$ cat src/rtl/alu_arbiter.sv
// -----------------------------------------------------------------------------
// alu_arbiter
//   Two-requester front end for a small 3-bit ALU.  Each requester raises reqK
//   with an opcode and operands; the arbiter picks one winner in IDLE, pulses
//   gntK for the single EXEC cycle, presents the registered result with doneK
//   in DONE, and returns to IDLE once the owner acknowledges with ackK.
//
// Handshake contract:
//   reqK is held high by the requester until it sees gntK.  A request is only
//   accepted in IDLE.  doneK/result are valid from the first DONE cycle until
//   the edge on which the owner's ackK is high; that edge completes the
//   operation.  The non-owner's ack has no effect.
//
// Ports:
//   clk, rst            clock, synchronous active-high reset
//   req0/op0/a0/b0/ack0 requester 0 request, opcode, operands, result accept
//   req1/op1/a1/b1/ack1 requester 1 equivalents
//   gnt0, gnt1          one-cycle grant pulse (EXEC cycle) to the winner
//   done0, done1        result valid for the owning requester
//   result              registered 4-bit ALU result
//   busy                high whenever the FSM is not in IDLE
//   op_count            completed-operation counter, wraps modulo 2^CNT_W
//   state_dbg           current FSM state for observation
// -----------------------------------------------------------------------------
module alu_arbiter #(
    parameter int CNT_W = 8
) (
    input  logic             clk,
    input  logic             rst,
    input  logic             req0,
    input  logic [1:0]       op0,
    input  logic [2:0]       a0,
    input  logic [2:0]       b0,
    input  logic             ack0,
    input  logic             req1,
    input  logic [1:0]       op1,
    input  logic [2:0]       a1,
    input  logic [2:0]       b1,
    input  logic             ack1,
    output logic             gnt0,
    output logic             gnt1,
    output logic             done0,
    output logic             done1,
    output logic [3:0]       result,
    output logic             busy,
    output logic [CNT_W-1:0] op_count,
    output logic [1:0]       state_dbg
);

    localparam logic [1:0] IDLE = 2'd0;
    localparam logic [1:0] EXEC = 2'd1;
    localparam logic [1:0] DONE = 2'd2;

    localparam logic [1:0] OP_ADD   = 2'b00;
    localparam logic [1:0] OP_SUB   = 2'b01;
    localparam logic [1:0] OP_EQUAL = 2'b10;

    logic [1:0] state;
    logic       ptr;      // requester that wins a tie
    logic       owner;    // requester currently being served
    logic [1:0] cap_op;
    logic [2:0] cap_a;
    logic [2:0] cap_b;

    logic       any_req;
    logic       winner;
    logic       owner_ack;
    logic [3:0] alu_out;
    logic [2:0] sub_diff;

    // A lone request wins outright; a tie goes to the pointer.
    always_comb begin
        any_req = req0 | req1;
        winner  = (req0 && req1) ? ptr : req1;
    end

    always_comb begin
        owner_ack = owner ? ack1 : ack0;
    end

    // 3-bit subtraction wraps naturally, giving (a-b) mod 8.
    always_comb begin
        sub_diff = cap_a - cap_b;
        alu_out  = 4'd0;
        case (cap_op)
            OP_ADD:   alu_out = {1'b0, cap_a} + {1'b0, cap_b};
            OP_SUB:   alu_out = {1'b0, sub_diff};
            OP_EQUAL: alu_out = {1'b0, ~(cap_a ^ cap_b)};
            default:  alu_out = {2'b00, cap_a[2:1]};
        endcase
    end

    always_ff @(posedge clk) begin
        if (rst) begin
            state    <= IDLE;
            ptr      <= 1'b0;
            owner    <= 1'b0;
            cap_op   <= 2'b00;
            cap_a    <= 3'd0;
            cap_b    <= 3'd0;
            result   <= 4'd0;
            op_count <= '0;
        end else begin
            case (state)
                IDLE: begin
                    if (any_req) begin
                        owner  <= winner;
                        ptr    <= ~winner;
                        cap_op <= winner ? op1 : op0;
                        cap_a  <= winner ? a1  : a0;
                        cap_b  <= winner ? b1  : b0;
                        state  <= EXEC;
                    end
                end
                EXEC: begin
                    result <= alu_out;
                    state  <= DONE;
                end
                DONE: begin
                    if (owner_ack) begin
                        op_count <= op_count + 1'b1;
                        state    <= IDLE;
                    end
                end
                default: state <= IDLE;
            endcase
        end
    end

    // Grant/done are decoded from state so they can never outlive a reset.
    always_comb begin
        gnt0      = (state == EXEC) && !owner;
        gnt1      = (state == EXEC) &&  owner;
        done0     = (state == DONE) && !owner;
        done1     = (state == DONE) &&  owner;
        busy      = (state != IDLE);
        state_dbg = state;
    end

endmodule

$ cat config.mk
export PLATFORM = sky130hd
export DESIGN_NAME = alu_arbiter
export DESIGN_NICKNAME = d
export VERILOG_FILES = /design/src/rtl/alu_arbiter.sv
export SDC_FILE = /design/constraint.sdc
export NUM_CORES = 1
export LEC_CHECK = 0
export ABC_AREA = 1
export CELL_PAD_IN_SITES_DETAIL_PLACEMENT = 1
export CELL_PAD_IN_SITES_GLOBAL_PLACEMENT = 1
export CORE_MARGIN = 3
export CORE_UTILIZATION = 29
export DETAILED_ROUTE_END_ITERATION = 10
export PLACE_DENSITY = 0.84
export REMOVE_ABC_BUFFERS = 1
export SLEW_MARGIN = 20
export SYNTH_ARGS = -nofsm -noshare
export SYNTH_HDL_FRONTEND = slang
export SYNTH_SLANG_ARGS = --single-unit
$ cat constraint.sdc
create_clock -name clk -period 1.5 [get_ports clk]
set_input_delay 0.3 -clock clk [delete_from_list [all_inputs] [get_ports clk]]
set_output_delay 0.3 -clock clk [all_outputs]
set_load 0.03 [all_outputs]
* Word-level counts from Yosys, hierarchy flattened *
Cells that the tools add are included.

storage, ports and cells
  output and inout bits = 19
  register bits = 24
  logic and storage cells = 42

cells by class
  equality and inequality tests = 6
  bitwise logic cells = 4
  add/subtract/negate cells = 3
  muxes and demuxes = 9
  reductions and logical operators = 12

operators with widths
  kind                                                             count
  4-bit case mux with 3 select lines                               1
  8-bit by 1-bit adder with 8-bit output, second input constant    1
  2-bit two-way mux                                                3
  3-bit two-way mux                                                2
  2-bit case mux with 3 select lines                               1
  2-bit AND reduction                                              3
  1-bit logical AND                                                5
  3-bit by 3-bit adder with 4-bit output                           1
  2-bit by 1-bit == test with 1-bit output, second input constant  2
  2-bit == test, second input constant                             2
  2-bit logical NOT                                                2
  2-bit inequality test, second input constant                     2
  3-bit NOT                                                        1
  3-bit subtractor                                                 1
  3-bit XOR                                                        1
  1-bit two-way mux                                                2
  2-bit nonzero test                                               1
  1-bit logical NOT                                                1
  1-bit NOT                                                        1
  1-bit OR                                                         1

* Longest topological paths before layout *
  depth in word-level cells = 3
  gate-level depth with buffers = 10
  gate-level depth less buffers = 10

* Least setup slack after synthesis *
OpenSTA, ideal clock, no wires.

  path type = register to output
  start point = reg state[0], in the netlist state_dbg[0]
  end point = out gnt0
  required time = 1.200 ns
  slack = -0.232 ns
  cell stages (with the launch flop) = 5
  data arrival time = 1.432 ns
  cell sequence = dfxtp_1 inv_1 nor2_1 inv_1 nor2_1

between the ends
  word-level cells in the longest chain between the ends = 2

RTL lines
  item                                      RTL line  source
  start, declared                           58        logic [1:0] state;
  start signal, assigned                    95        state <= IDLE;
  start signal, assigned                    112       state <= EXEC;
  start signal, assigned                    117       state <= DONE;
  2-bit by 1-bit == test with 1-bit output  132       gnt0 = (state == EXEC) && !owner;
  1-bit logical AND                         132
  end, declared                             40        output logic gnt0,

No other way between the ends.

* Worst setup path in the final report *
  start point = reg cap_a[0]
  end point = reg result[2]

between the ends
  word-level cells in the longest chain between the ends = 2

RTL lines
  item                                                                        RTL line  source
  start, declared                                                             62        logic [2:0] cap_a;
  start signal, assigned                                                      110       cap_a <= winner ? a1 : a0;
  3-bit subtractor or 3-bit by 3-bit adder with 4-bit output (tied branches)  83, 86
  4-bit case mux with 3 select lines *                                        85        case (cap_op)
  end signal, assigned                                                        116       result <= alu_out;
  end, declared                                                               44        output logic [3:0] result,

Mark *: on every way between the ends. The rest lies on a longest branch, timed or not.
A chain may end at the register's enable or synchronous reset.

==> run summary <==
GRT Total Usage - 17.94%
# placed instances - 293
die area - 5585 um2
Final Hold Viols - 0
Setup Viol. Count Final - 2
via/cell ratio - 4.968
post-synthesis cell type count - 23
critical path class - flop to flop
Logic pwr share - 32.3%
period utilization - 105.9%
clock root buffer - clkbuf_8
CTS Buffer Depth - 2
P_sw - 0.6686 mW
IO Port Bufs - 40
max cap viols - 0
critical path data arrival time - 1800 ps
first-pass detailed-route iteration total - 4
sequential power share - 37.8%
Seq cells post-synth - 24
share of layout cells above drive strength 1 - 28.13%
Final Max Slew Viols - 0
Die Y - 74.74 um
n_diodes - 0
most frequent CP cell - nand2_1
number of global-route vias before repair - 1,581
Crit. End Element - flop
WL final - 5114 um
Area contributors post-synth - dfxtp_1, nand2_1, nand3_1
status - complete, but fails checks
Num Clock Sinks - 24
average wire per standard cell - 16.60 um
FMAX - 0.6294 GHz
measured slew at the worst slew-check pin - 400.3 ps
critical path fanouts, max - 3
CP required - 1710 ps
Area Overhead vs Synth - 56.07%
Worst-path clk slew - 100 ps
Tmin final - 1589 ps
final core utilization - 48.11%
most common cell after layout, fill and taps aside - nand2_1
cts bufs inserted - 3
post-route antenna net violation count - 0
Congestion Overflow GR - 0
Core Box Area - 4444 um2
commonest cells after routing, fill and taps aside - nand2_1, buf_4, clkdlybuf4s50_1, dfxtp_1, nand3_1
internal power - 1.329 mW
skew final - 5.624 ps
Post-Syn Area - 1370 um2
Initial Util - 30.83%
Vias - 1,530
crit start category - flop
Post-CTS Hold Buffers - 0
crit path cell chain - buf_6, ha_4, inv_4, fa_2, nand2_1, nand3_2, nand3_1, nand2_1, a21oi_1
Finished Layout Cells - 308
Synth Area per Inst - 7.136 um2
global-route wire length before repair - 7562 um
Worst path max stage delay - 370 ps
drt drc - 0
worst min path class - flop to flop
num rows - 24
switch share - 33.46%
Clock Latency Late Sink - 270 ps
setup ws final - -88.83 ps
initial antenna violation count - 0
register area share after synthesis - 35.07%
RSZ-0062 raised after global routing - true
CTS tree - done
DP Wirelength - 3319 um
leak pwr - 0.9450 nW
Worst path slowest cell - dfxtp_2
Clock power frac - 29.8%
leading area contributor after synthesis - dfxtp_1
Synth warnings - 0
Synth top area share - 35.07%
Top Ports - 41
nets - 287
die width - 74.74 um
worst ir drop on vdd - 0.4109 mV
Worst slew margin - 73.28%
violated checks - setup timing
Mapped Cells - 192
H-Tree Depth - 1
first-iteration detailed-routing DRC count - 91
routability cong. - 0.8985
largest net degree at the start of global routing - 17
PD cells - 934.4 nW/um2
==> layout make-up <==
cell class,instances,area (um2)
inverter,24,92.59
clock buffer,3,41.29
multi-input combinational,139,824.5
fill,551,2306
tap,52,65.06
timing repair buffer,65,593.1
clock inverter,1,30.03
sequential,24,491.7
==> sequential cells by signal, indices dropped and copies added, names as in the netlist <==
register	flops
cap_a	3
cap_b	3
cap_op	2
op_count	8
owner	1
ptr	1
result	4
state_dbg	2
==> metal layers <==
metal | vias up | global-route usage, % | part of all wire (%)
li1 | 750 | - | -
met1 | 732 | 20.75 | 44
met2 | 38 | 31.32 | 51
met3 | 10 | 2.670 | 3.1
met4 | 0 | 10.47 | 2.5
met5 | - | 0 | 0
==> cells in the mapped netlist <==
library cell  number
a31oi_1            9
fa_1               2
clkbuf_8           1
o21bai_1           1
nor2_4             3
a21oi_1           10
nor2_1            21
nor2_2             2
a211oi_1           1
dfxtp_1           24
xor2_1             1
inv_1             23
o21ai_0           15
xnor2_1            1
nand2_1           42
ha_1               6
nand2_2            3
inv_2              1
buf_2              1
buf_6              3
nand3_1           20
o21ai_2            1
o21a_1             1
==> per-stage QoR <==
stage	setup TNS [ps]	hold slack [ps]	total power [mW]	worst slack (ps)	cell area, um2
6_report	-124.0	507.3	1.998	-88.83	2138
3_3_place_gp	-489.6	466.2	1.258	-69.30	1888
2_1_floorplan	-573.7	369.1	1.038	-232.3	1318
3_5_place_dp	-997.1	482.6	1.283	-132.1	1888
5_1_grt	-453.2	531.0	2.095	-187.6	2138
4_1_cts	-97.68	492.6	1.892	-56.52	2011
==> cell families (layout without fill, tap and decap cells) <==
| logic type | count (synthesis) | in the layout | share of synthesized area (%) |
|---|---|---|---|
| XOR/XNOR | 2 | 2 | 1.279 |
| buffers and inverters | 29 | 93 | 10.41 |
| flip-flops | 24 | 24 | 35.07 |
| AND/OR/NAND/NOR | 91 | 91 | 29.32 |
| AO/OA/AOI/OAI | 38 | 38 | 15.53 |
| adder cells (fa/ha/maj) | 8 | 8 | 8.402 |
==> final timing paths <==
kind,startpoint,endpoint,slack [ps],cells past startpoint
worst min-delay path,result[2],result[2],510,2
worst min register to register,result[2],result[2],510,2
worst max-delay path,cap_a[0],result[2],-90,9
worst max register to register,cap_a[0],result[2],-90,9
==> worst max-delay path: cells and delay by family, from the launching register on <==
family | cells | cell delay, ps
flip-flops | 1 | 370
buffers and inverters | 2 | 140
AND/OR/NAND/NOR | 4 | 400
adder cells (fa/ha/maj) | 2 | 490
AO/OA/AOI/OAI | 1 | 130
==> repair_timing <==
| item | in CTS | in global routing |
|---|---|---|
| endpoints found under the hold margin | 0 | 0 |
| pin swaps | 7 | 7 |
| buffers inserted | 4 | 7 |
| endpoints found under the setup margin | 20 | 8 |
| gates resized for setup | 32 | 26 |
==> power groups by stage <==
stage / logic [mW] / registers [mW] / clock network, mW
floorplan: 0.257 / 0.781 / 0
global placement: 0.504 / 0.754 / 0
detailed placement: 0.526 / 0.757 / 0
CTS: 0.551 / 0.750 / 0.590
global route: 0.708 / 0.764 / 0.622
finish: 0.646 / 0.756 / 0.596
No activity file was read; power rests on OpenSTA's default activity.
